### src/rtl/writeback_arbiter_pkg.sv
// Shared types and default widths for the register-file writeback arbiter.
package writeback_arbiter_pkg;

  localparam int unsigned DEF_DATA_WIDTH = 32;
  localparam int unsigned DEF_REG_AW     = 5;

  typedef enum logic [1:0] {
    IDLE  = 2'd0,
    WAIT  = 2'd1,
    DRAIN = 2'd2
  } arb_state_e;

  typedef struct packed {
    logic [DEF_REG_AW-1:0]     rd;
    logic [DEF_DATA_WIDTH-1:0] data;
  } late_entry_t;

endpackage

### src/rtl/wb_result_fifo.sv
// Small synchronous FIFO holding late results until they win the write port.
module wb_result_fifo #(
  parameter int unsigned WIDTH = 37,
  parameter int unsigned DEPTH = 2
) (
  input  logic                     clock,
  input  logic                     reset,
  input  logic                     push,
  input  logic [WIDTH-1:0]         push_data,
  input  logic                     pop,
  output logic                     full,
  output logic                     empty,
  output logic [WIDTH-1:0]         head,
  output logic [$clog2(DEPTH):0]   count
);

  localparam int unsigned PW = $clog2(DEPTH);
  localparam int unsigned CW = PW + 1;

  logic [WIDTH-1:0] mem [DEPTH];
  logic [PW-1:0]    wr_ptr;
  logic [PW-1:0]    rd_ptr;
  logic             do_push;
  logic             do_pop;

  assign full    = (count == CW'(DEPTH));
  assign empty   = (count == '0);
  assign do_push = push && !full;
  assign do_pop  = pop && !empty;
  assign head    = mem[rd_ptr];

  // Storage array; no reset needed since count gates visibility.
  always_ff @(posedge clock) begin
    if (do_push) begin
      mem[wr_ptr] <= push_data;
    end
  end

  // Pointers wrap naturally because DEPTH is a power of two.
  always_ff @(posedge clock) begin
    if (reset) begin
      wr_ptr <= '0;
      rd_ptr <= '0;
      count  <= '0;
    end else begin
      if (do_push) wr_ptr <= wr_ptr + PW'(1);
      if (do_pop)  rd_ptr <= rd_ptr + PW'(1);
      count <= count + CW'(do_push) - CW'(do_pop);
    end
  end

endmodule

### src/rtl/writeback_arbiter.sv
// Shares the register-file write port between pipeline writeback and late results.
module writeback_arbiter
  import writeback_arbiter_pkg::*;
#(
  parameter int unsigned DATA_WIDTH  = DEF_DATA_WIDTH,
  parameter int unsigned REG_AW      = DEF_REG_AW,
  parameter int unsigned QUEUE_DEPTH = 2,
  parameter int unsigned MAX_WAIT    = 4
) (
  input  logic                     clock,
  input  logic                     reset,
  input  logic                     wb_valid,
  input  logic [REG_AW-1:0]        wb_rd,
  input  logic [DATA_WIDTH-1:0]    wb_data,
  input  logic                     lu_valid,
  output logic                     lu_ready,
  input  logic [REG_AW-1:0]        lu_rd,
  input  logic [DATA_WIDTH-1:0]    lu_data,
  output logic                     rf_write_enable,
  output logic [REG_AW-1:0]        rf_write_address,
  output logic [DATA_WIDTH-1:0]    rf_write_data,
  output logic                     pipe_stall,
  output logic [(1<<REG_AW)-1:0]   pending_rd_mask
);

  localparam int unsigned ENTRY_W = REG_AW + DATA_WIDTH;
  localparam int unsigned CW      = $clog2(QUEUE_DEPTH) + 1;
  localparam int unsigned WCW     = (MAX_WAIT > 1) ? $clog2(MAX_WAIT) : 1;
  localparam int unsigned NREG    = 1 << REG_AW;

  arb_state_e          state;
  arb_state_e          state_next;
  logic [WCW-1:0]      wait_cnt;
  logic [WCW-1:0]      wait_cnt_next;
  logic                q_full;
  logic                q_empty;
  logic [ENTRY_W-1:0]  q_head;
  logic [CW-1:0]       q_count;
  logic [CW-1:0]       count_after;
  logic [REG_AW-1:0]   head_rd;
  logic [DATA_WIDTH-1:0] head_data;
  logic                pipe_req;
  logic                push;
  logic                grant_lu;
  logic                grant_wb;
  logic                head_lost;
  logic [NREG-1:0]     mask_next;

  assign head_rd   = q_head[ENTRY_W-1 -: REG_AW];
  assign head_data = q_head[DATA_WIDTH-1:0];

  wb_result_fifo #(
    .WIDTH (ENTRY_W),
    .DEPTH (QUEUE_DEPTH)
  ) u_fifo (
    .clock     (clock),
    .reset     (reset),
    .push      (push),
    .push_data ({lu_rd, lu_data}),
    .pop       (grant_lu),
    .full      (q_full),
    .empty     (q_empty),
    .head      (q_head),
    .count     (q_count)
  );

  // Grant selection: forced drain beats pipeline, pipeline beats queue; x0 writes are dropped.
  always_comb begin
    pipe_req    = wb_valid && (wb_rd != '0);
    push        = lu_valid && lu_ready && !q_full && (lu_rd != '0);
    grant_lu    = !q_empty && ((state == DRAIN) || !pipe_req);
    grant_wb    = (state != DRAIN) && pipe_req;
    head_lost   = !q_empty && !grant_lu;
    count_after = q_count + CW'(push) - CW'(grant_lu);
  end

  // Starvation FSM: count head losses and force a one-cycle drain at the limit.
  always_comb begin
    state_next    = state;
    wait_cnt_next = wait_cnt;
    case (state)
      IDLE: begin
        if (push) begin
          state_next    = WAIT;
          wait_cnt_next = '0;
        end
      end
      WAIT: begin
        if (grant_lu) begin
          wait_cnt_next = '0;
          state_next    = (count_after == '0) ? IDLE : WAIT;
        end else if (head_lost) begin
          if (wait_cnt == WCW'(MAX_WAIT - 1)) begin
            state_next = DRAIN;
          end else begin
            wait_cnt_next = wait_cnt + WCW'(1);
          end
        end
      end
      DRAIN: begin
        wait_cnt_next = '0;
        state_next    = (count_after == '0) ? IDLE : WAIT;
      end
      default: begin
        state_next    = IDLE;
        wait_cnt_next = '0;
      end
    endcase
  end

  // Pending-destination mask: clear the granted head, set the newly queued rd.
  always_comb begin
    mask_next = pending_rd_mask;
    if (grant_lu) mask_next[head_rd] = 1'b0;
    if (push)     mask_next[lu_rd]   = 1'b1;
  end

  // State and registered outputs; reset discards everything in flight.
  always_ff @(posedge clock) begin
    if (reset) begin
      state            <= IDLE;
      wait_cnt         <= '0;
      rf_write_enable  <= 1'b0;
      rf_write_address <= '0;
      rf_write_data    <= '0;
      pipe_stall       <= 1'b0;
      lu_ready         <= 1'b1;
      pending_rd_mask  <= '0;
    end else begin
      state           <= state_next;
      wait_cnt        <= wait_cnt_next;
      pipe_stall      <= (state_next == DRAIN);
      lu_ready        <= (count_after != CW'(QUEUE_DEPTH));
      pending_rd_mask <= mask_next;
      rf_write_enable <= grant_wb || grant_lu;
      if (grant_wb) begin
        rf_write_address <= wb_rd;
        rf_write_data    <= wb_data;
      end else if (grant_lu) begin
        rf_write_address <= head_rd;
        rf_write_data    <= head_data;
      end
    end
  end

endmodule

### config.mk
export PLATFORM = sky130hd
export DESIGN_NAME = writeback_arbiter
export DESIGN_NICKNAME = d
export VERILOG_FILES = /design/src/rtl/writeback_arbiter_pkg.sv /design/src/rtl/wb_result_fifo.sv /design/src/rtl/writeback_arbiter.sv
export SDC_FILE = /design/constraint.sdc
export NUM_CORES = 1
export LEC_CHECK = 0
export BUFFER_PORTS_ARGS = -buffer_cell sky130_fd_sc_hd__buf_2
export CAP_MARGIN = 20
export CORE_MARGIN = 8
export CORE_UTILIZATION = 45
export DETAILED_ROUTE_END_ITERATION = 10
export PLACE_DENSITY = 0.72
export SLEW_MARGIN = 20
export SYNTH_ARGS = -nofsm -noshare
export SYNTH_HDL_FRONTEND = slang
export SYNTH_SLANG_ARGS = --single-unit
### constraint.sdc
create_clock -name clock -period 2.85 [get_ports clock]
set_input_delay 0.1425 -clock clock [delete_from_list [all_inputs] [get_ports clock]]
set_output_delay 0.1425 -clock clock [all_outputs]
set_load 0.01 [all_outputs]
==> Word-level counts from Yosys, hierarchy flattened <==
Memory sizes are Yosys's and may differ from the RTL's. A register that Yosys moved wholly into a read port is not among the register bits.
Index checks and enable logic that the tools add are counted.
{ "classes": {"n_addsub": 7, "magnitude_cmp": 4, "eq_ne": 10, "n_mux": 25, "n_bitwise": 3, "n_reduce_logical": 24} }
{ "op_table": {"columns": ["op", "n"], "rows": [
  ["2-to-1 mux 32 bit", 4],
  ["AND 32 bit", 1],
  ["inverter 32 bit", 1],
  ["OR 32 bit", 1],
  ["2-to-1 mux 2 bit", 8],
  ["less-than comparator 5 x 6 -> 1 bit (second input constant)", 2],
  ["logical AND 1 bit", 11],
  ["demux 1 bit (select 5 bit)", 2],
  [">= comparator 5 x 1 -> 1 bit (second input constant)", 2],
  ["2-to-1 mux 5 bit", 2],
  ["nonzero test 5 bit", 2],
  ["equality test 2 bit (second input constant)", 4],
  ["2-to-1 mux 1 bit", 7],
  ["logical NOT 2 bit", 3],
  ["!= test 3 bit (second input constant)", 2],
  ["case mux 2 bit (3 select lines)", 1],
  ["adder 2 x 1 -> 2 bit", 2],
  ["logical NOT 1 bit", 4],
  ["!= test 2 bit (second input constant)", 2],
  ["case mux 2 bit (2 select lines)", 1],
  ["subtractor 2 x 1 -> 2 bit", 2],
  ["AND reduction 3 bit", 1],
  ["adder 1 bit (second input constant)", 2],
  ["adder 2 x 1 -> 2 bit (second input constant)", 1],
  ["4 further kinds", 5]
]} }
{ "word_totals": {"ff_bits": 80, "ram_bits": 74, "elab_cells": 85, "mem_count": 1} }
{ "memory_table": {"columns": ["memory", "words", "word_bits", "read_ports", "rd_clocked_by_memory_dff", "wr", "line", "text"], "rows": [
  ["u_fifo.mem", 2, 37, 1, 1, 1, "wb_result_fifo.sv:20", "logic [WIDTH-1:0] mem [DEPTH];"]
]} }

==> Depth between registers and ports, before layout <==
{ "logic_depth": {"depth_word": 11, "ltp_mapped": 12, "depth_no_buf": 10} }

==> Modules after synthesis <==
From an unflattened synthesis, not the netlist that was laid out.
{ "unflattened": {"hier_cells": 546, "area_unflattened_um2": 6465.0} }
{ "modules_own_cells": {"columns": ["mod", "instances", "cells_each", "area_per_inst_um2", "seq_area_each_um2"], "rows": [
  ["writeback_arbiter", 1, 404, 3553.4, 1521.5],
  ["wb_result_fifo", 1, 142, 2911.5, 2322.2]
]} }

==> Worst setup path after synthesis <==
No wires, ideal clock.
{ "synth_timing": {"kind": "register to register", "from": "reg lu_ready", "to": "mem u_fifo.mem[0][0], enable pin", "setup_ns": 0.436, "arrival_ns": 2.687, "path_slack_ns": -0.272, "path_stages_with_launch": 4, "synth_period_minus_slack_ns": 3.122, "cell_sequence": "dfxtp_1 > nand2_1 > a211oi_1 > nor2b_1"} }
{ "synth_between": {"elab_chain_len": 6} }
{ "synth_rtl": {"columns": ["item", "line", "text"], "rows": [
  ["start, declared", "writeback_arbiter.sv:16", "output logic lu_ready,"],
  ["start signal, assigned", "writeback_arbiter.sv:133", "lu_ready <= (count_after != CW'(QUEUE_DEPTH));"],
  ["logical AND 1 bit (3 in series)", "writeback_arbiter.sv:70", "push = lu_valid && lu_ready && !q_full && (lu_rd != '0);"],
  ["logical AND 1 bit", "wb_result_fifo.sv:28", "assign do_push = push && !full;"],
  ["net u_fifo.do_push", "wb_result_fifo.sv:23", "logic do_push;"],
  ["2-to-1 mux 1 bit", "wb_result_fifo.sv:34", "if (do_push) begin"],
  ["2-to-1 mux 1 bit (not written as such)", "wb_result_fifo.sv:35", "mem[wr_ptr] <= push_data;"],
  ["end, declared", "wb_result_fifo.sv:20", null]
]} }
The timed path passes the listed nets, and every way through them passes these cells.

==> Final worst setup path <==
{ "layout_timing": {"from": "in wb_rd[3]", "to": "reg pending_rd_mask[7]"} }
{ "layout_between": {"elab_chain_len": 8} }
{ "layout_rtl": {"columns": ["item", "line", "text"], "rows": [
  ["start, declared", "writeback_arbiter.sv:13", "input logic [REG_AW-1:0] wb_rd,"],
  ["nonzero test 5 bit *", "writeback_arbiter.sv:69", "pipe_req = wb_valid && (wb_rd != '0);"],
  ["logical AND 1 bit *", "writeback_arbiter.sv:69", null],
  ["logical NOT 1 bit *", "writeback_arbiter.sv:71", "grant_lu = !q_empty && ((state == DRAIN) || !pipe_req);"],
  ["logical OR 1 bit *", "writeback_arbiter.sv:71", null],
  ["logical AND 1 bit *", "writeback_arbiter.sv:71", null],
  ["2-to-1 mux 32 bit *", "writeback_arbiter.sv:114", "if (grant_lu) mask_next[head_rd] = 1'b0;"],
  ["OR 32 bit (no source line)", null, null],
  ["2-to-1 mux 32 bit *", "writeback_arbiter.sv:115", "if (push) mask_next[lu_rd] = 1'b1;"],
  ["end signal, assigned", "writeback_arbiter.sv:134", "pending_rd_mask <= mask_next;"],
  ["end, declared", "writeback_arbiter.sv:23", "output logic [(1<<REG_AW)-1:0] pending_rd_mask"]
]} }
Mark *: on every way between the ends. The rest lies on a longest branch, timed or not.
A chain may end at the register's enable or synchronous reset.

==> results_dict.tcl <==
set metrics [dict create \
    p_leak_nw 3.293 \
    std_cell_rows 42 \
    worstSetupEndpointType "flop" \
    tns_ps 0 \
    cp_top_family "simple AND/OR/NAND/NOR gates" \
    grt_use_total_pct 18.58 \
    synth_area_per_cell_um2 10.81 \
    netlist_area_um2 6138 \
    crit_type "input pin to flop" \
    wirelength_um 16430 \
    path_clk_slew_ps 60 \
    ys_types 36 \
    hold_class "input pin to flop" \
    clock_path_buffers 2 \
    clk_latency_ps 430 \
    critPathRequiredTime_ps 3150 \
    postRouteAntennaNets 0 \
    dieArea_um2 17630 \
    clock-root-buffer "clkbuf_16" \
    drv_slew 0 \
    start_util_pct 46.17 \
    outcome "complete, no violations" \
    worstSetupStartpointType "input pin" \
    arrival_ps 2810 \
    fin_crit_ps 2510 \
    cp_cell_sequence "dlygate4sd3_1, buf_2, or4_4, o211a_4, buf_4, or4_1, o21ai_1, a21oi_1" \
    cap_violations 0 \
    clock.fmax_ghz 0.3984 \
    clock_sinks 155 \
    core-area_um2 13300 \
    ys_ff_latch 155 \
    via_per_inst 5.312 \
    seq_area_frac_synth_pct 62.62 \
    firstDrtPassIters 7 \
    htreeDepth 4 \
    design_area_um2 8363 \
    ios 150 \
    drc 0 \
    ir_drop_mv 0.4603 \
    rsz0062_at_grt "false" \
    crit_path_max_fanout 22 \
    antenna_found_initial 2 \
    finalHoldViolCount 0 \
    tritoncts "built" \
    grt_pass1_vias 5449 \
    gp_congestion 0.8153 \
    synthToLayoutAreaGrowth_pct 36.24 \
    period_share_pct 88.07 \
    n_fill_cell 1012 \
    relSlewSlack_pct 39.86 \
    crit_slowest_cell "or4_1" \
    cts_buffers 17 \
    overflow 0 \
    wl_per_cell_um 16.94 \
    slowest_delay_ps 700 \
    yosysWarningCount 0 \
    netlist_instances 568 \
    worst_pin_slew_ps 896.7 \
    pwr_density_cell_nw_per_um2 840.3 \
    grt_max_degree 38 \
    dp_hpwl_um 10790 \
    grt_pass1_wl_um 26520 \
    syn_nets 650 \
    drt_iter0_drc 343 \
    placed_area_um2 7071 \
    die-height_um 132.8 \
    fin_worst_skew_ps 19.21 \
    drive_above_1_share_pct 25.13 \
    die_w_um 132.8 \
    nNetsFinal 861 \
    path_buf_inv 3 \
    cts_resized 0 \
    portBuffers 149 \
    finalCoreUtilization_pct 62.90 \
    vias 5153 \
    setup_viol 0 \
]
flip-flops by register name (all words and copies together) (netlist names), named ones only:
| signal | count |
|---|---|
| rf_write_data | 32 |
| rf_write_enable | 1 |
| u_fifo.wr_ptr | 1 |
| wait_cnt | 2 |
| u_fifo.rd_ptr | 1 |
| rf_write_address | 5 |
| pipe_stall | 1 |
| lu_ready | 1 |
| u_fifo.count | 2 |
| pending_rd_mask | 32 |
| state | 2 |
| u_fifo.mem | 74 |
worst reg2reg max path, cell delays in order, from the launching register on:
cell and delay (ps):
dfxtp_1 510, nand2b_1 300, o211a_4 220, nor2_1 60, ha_1 280, inv_1 50, ha_1 320, nor2_1 110
a21oi_1 50, o221ai_1 160, o21ai_0 90
final timing paths:
check | slack, ps | endpoint | startpoint | cells after the start
worst min-delay path | 40 | u_fifo.mem[1][35]$_DFFE_PP_ | lu_rd[3] | 1
worst max register to register | 580 | state[0]$_SDFF_PP0_ | state[0]$_SDFF_PP0_ | 10
worst min register to register | 470 | pending_rd_mask[12]$_SDFF_PP0_ | pending_rd_mask[12]$_SDFF_PP0_ | 2
worst max-delay path | 340 | pending_rd_mask[7]$_SDFF_PP0_ | wb_rd[3] | 8
synth_stat cells:
master    instances  area share, %
a211oi_1          2           0.24
a21o_1            1           0.12
a21oi_1          71            5.8
and2_1            3           0.31
buf_1             2           0.12
buf_2             4           0.33
clkbuf_1         33            2.0
dfxtp_1          81             26
edfxtp_1         74             36
ha_1              4           0.82
inv_1             3           0.18
mux2_2            3           0.55
mux2i_1          39            6.4
nand2_1         112            6.8
nand2b_1          6           0.61
nand3_1           5           0.41
nand4_1           2           0.20
nand4b_1          1           0.14
nor2_1           20            1.2
nor2b_1           6           0.61
nor3_1            3           0.24
nor3b_1           1           0.12
o211a_4           1           0.29
o211ai_1         40            4.9
o21a_1            1           0.12
o21ai_0           9           0.73
o21ai_1          25            2.0
o221ai_1          1           0.14
o32ai_1           1           0.14
or2_2             1           0.10
or3_1             5           0.51
or3b_2            1           0.14
or4_1             1           0.12
or4_4             1           0.18
xnor2_1           3           0.43
xor2_1            2           0.29
cell usage in the layout (no fill, tap or decap), drive strengths merged, types with 6 or more instances in the layout:
cell type,n
nor2,20
o21ai,34
o211ai,40
nand2b,6
dfxtp,81
mux2i,39
clkbuf,24
edfxtp,74
inv,6
dlygate4sd3,71
a21oi,71
nand2,112
buf,160
nor2b,6
layer usage:
layer  wire, um  track usage (%)
met4        493            8.580
met3       1073            5.942
met1       6425            19.63
met2       8437            32.92
met5          0                0
power breakdown:
group | internal (mW) | switching [mW]
logic | 0.758 | 1.15
registers | 2.76 | 0.202
clock network | 1.29 | 0.867
total | 4.81 | 2.22
through the flow:
step           hold slack (ps)  std cells  total power, mW  setup slack, ps
6_report                 37.84        970            7.028            340.1
3_3_place_gp             329.7        865            4.753            541.5
5_1_grt                  35.93        970            7.402            203.7
2_1_floorplan            241.4        568            4.239            395.4
3_5_place_dp             333.3        865            4.818            470.7
4_1_cts                  22.32        968            7.057            365.1
cell families after synthesis:
group | count (synthesis) | synth area share [%]
DFF | 155 | 62.62
muxes | 42 | 6.910
buffers and inverters | 42 | 2.650
adders and majority gates | 4 | 0.8154
and+or+nand+nor | 168 | 11.78
xor gates and xnor gates | 5 | 0.7135
AOI/OAI and AO/OA | 152 | 14.51
repair_timing:
action	CTS	global route
endpoints found under the hold margin	106	0
buffers inserted	0	0
hold buffers	71	0
area by class of cell:
| type | count | area [um2] | area share (%) |
|---|---|---|---|
| well taps | 176 | 220.2 | 2.633 |
| flip-flops and latches | 155 | 3845 | 45.98 |
| repair buffers | 231 | 1564 | 18.70 |
| inverters | 3 | 11.26 | 0.1346 |
| diodes | 2 | 5.005 | 0.05984 |
| multi-input cells | 371 | 2141 | 25.60 |
| clock inverters | 8 | 51.30 | 0.6134 |
| clock buffers | 24 | 525.5 | 6.284 |
Note: power is estimated with default switching activity, not from simulation.
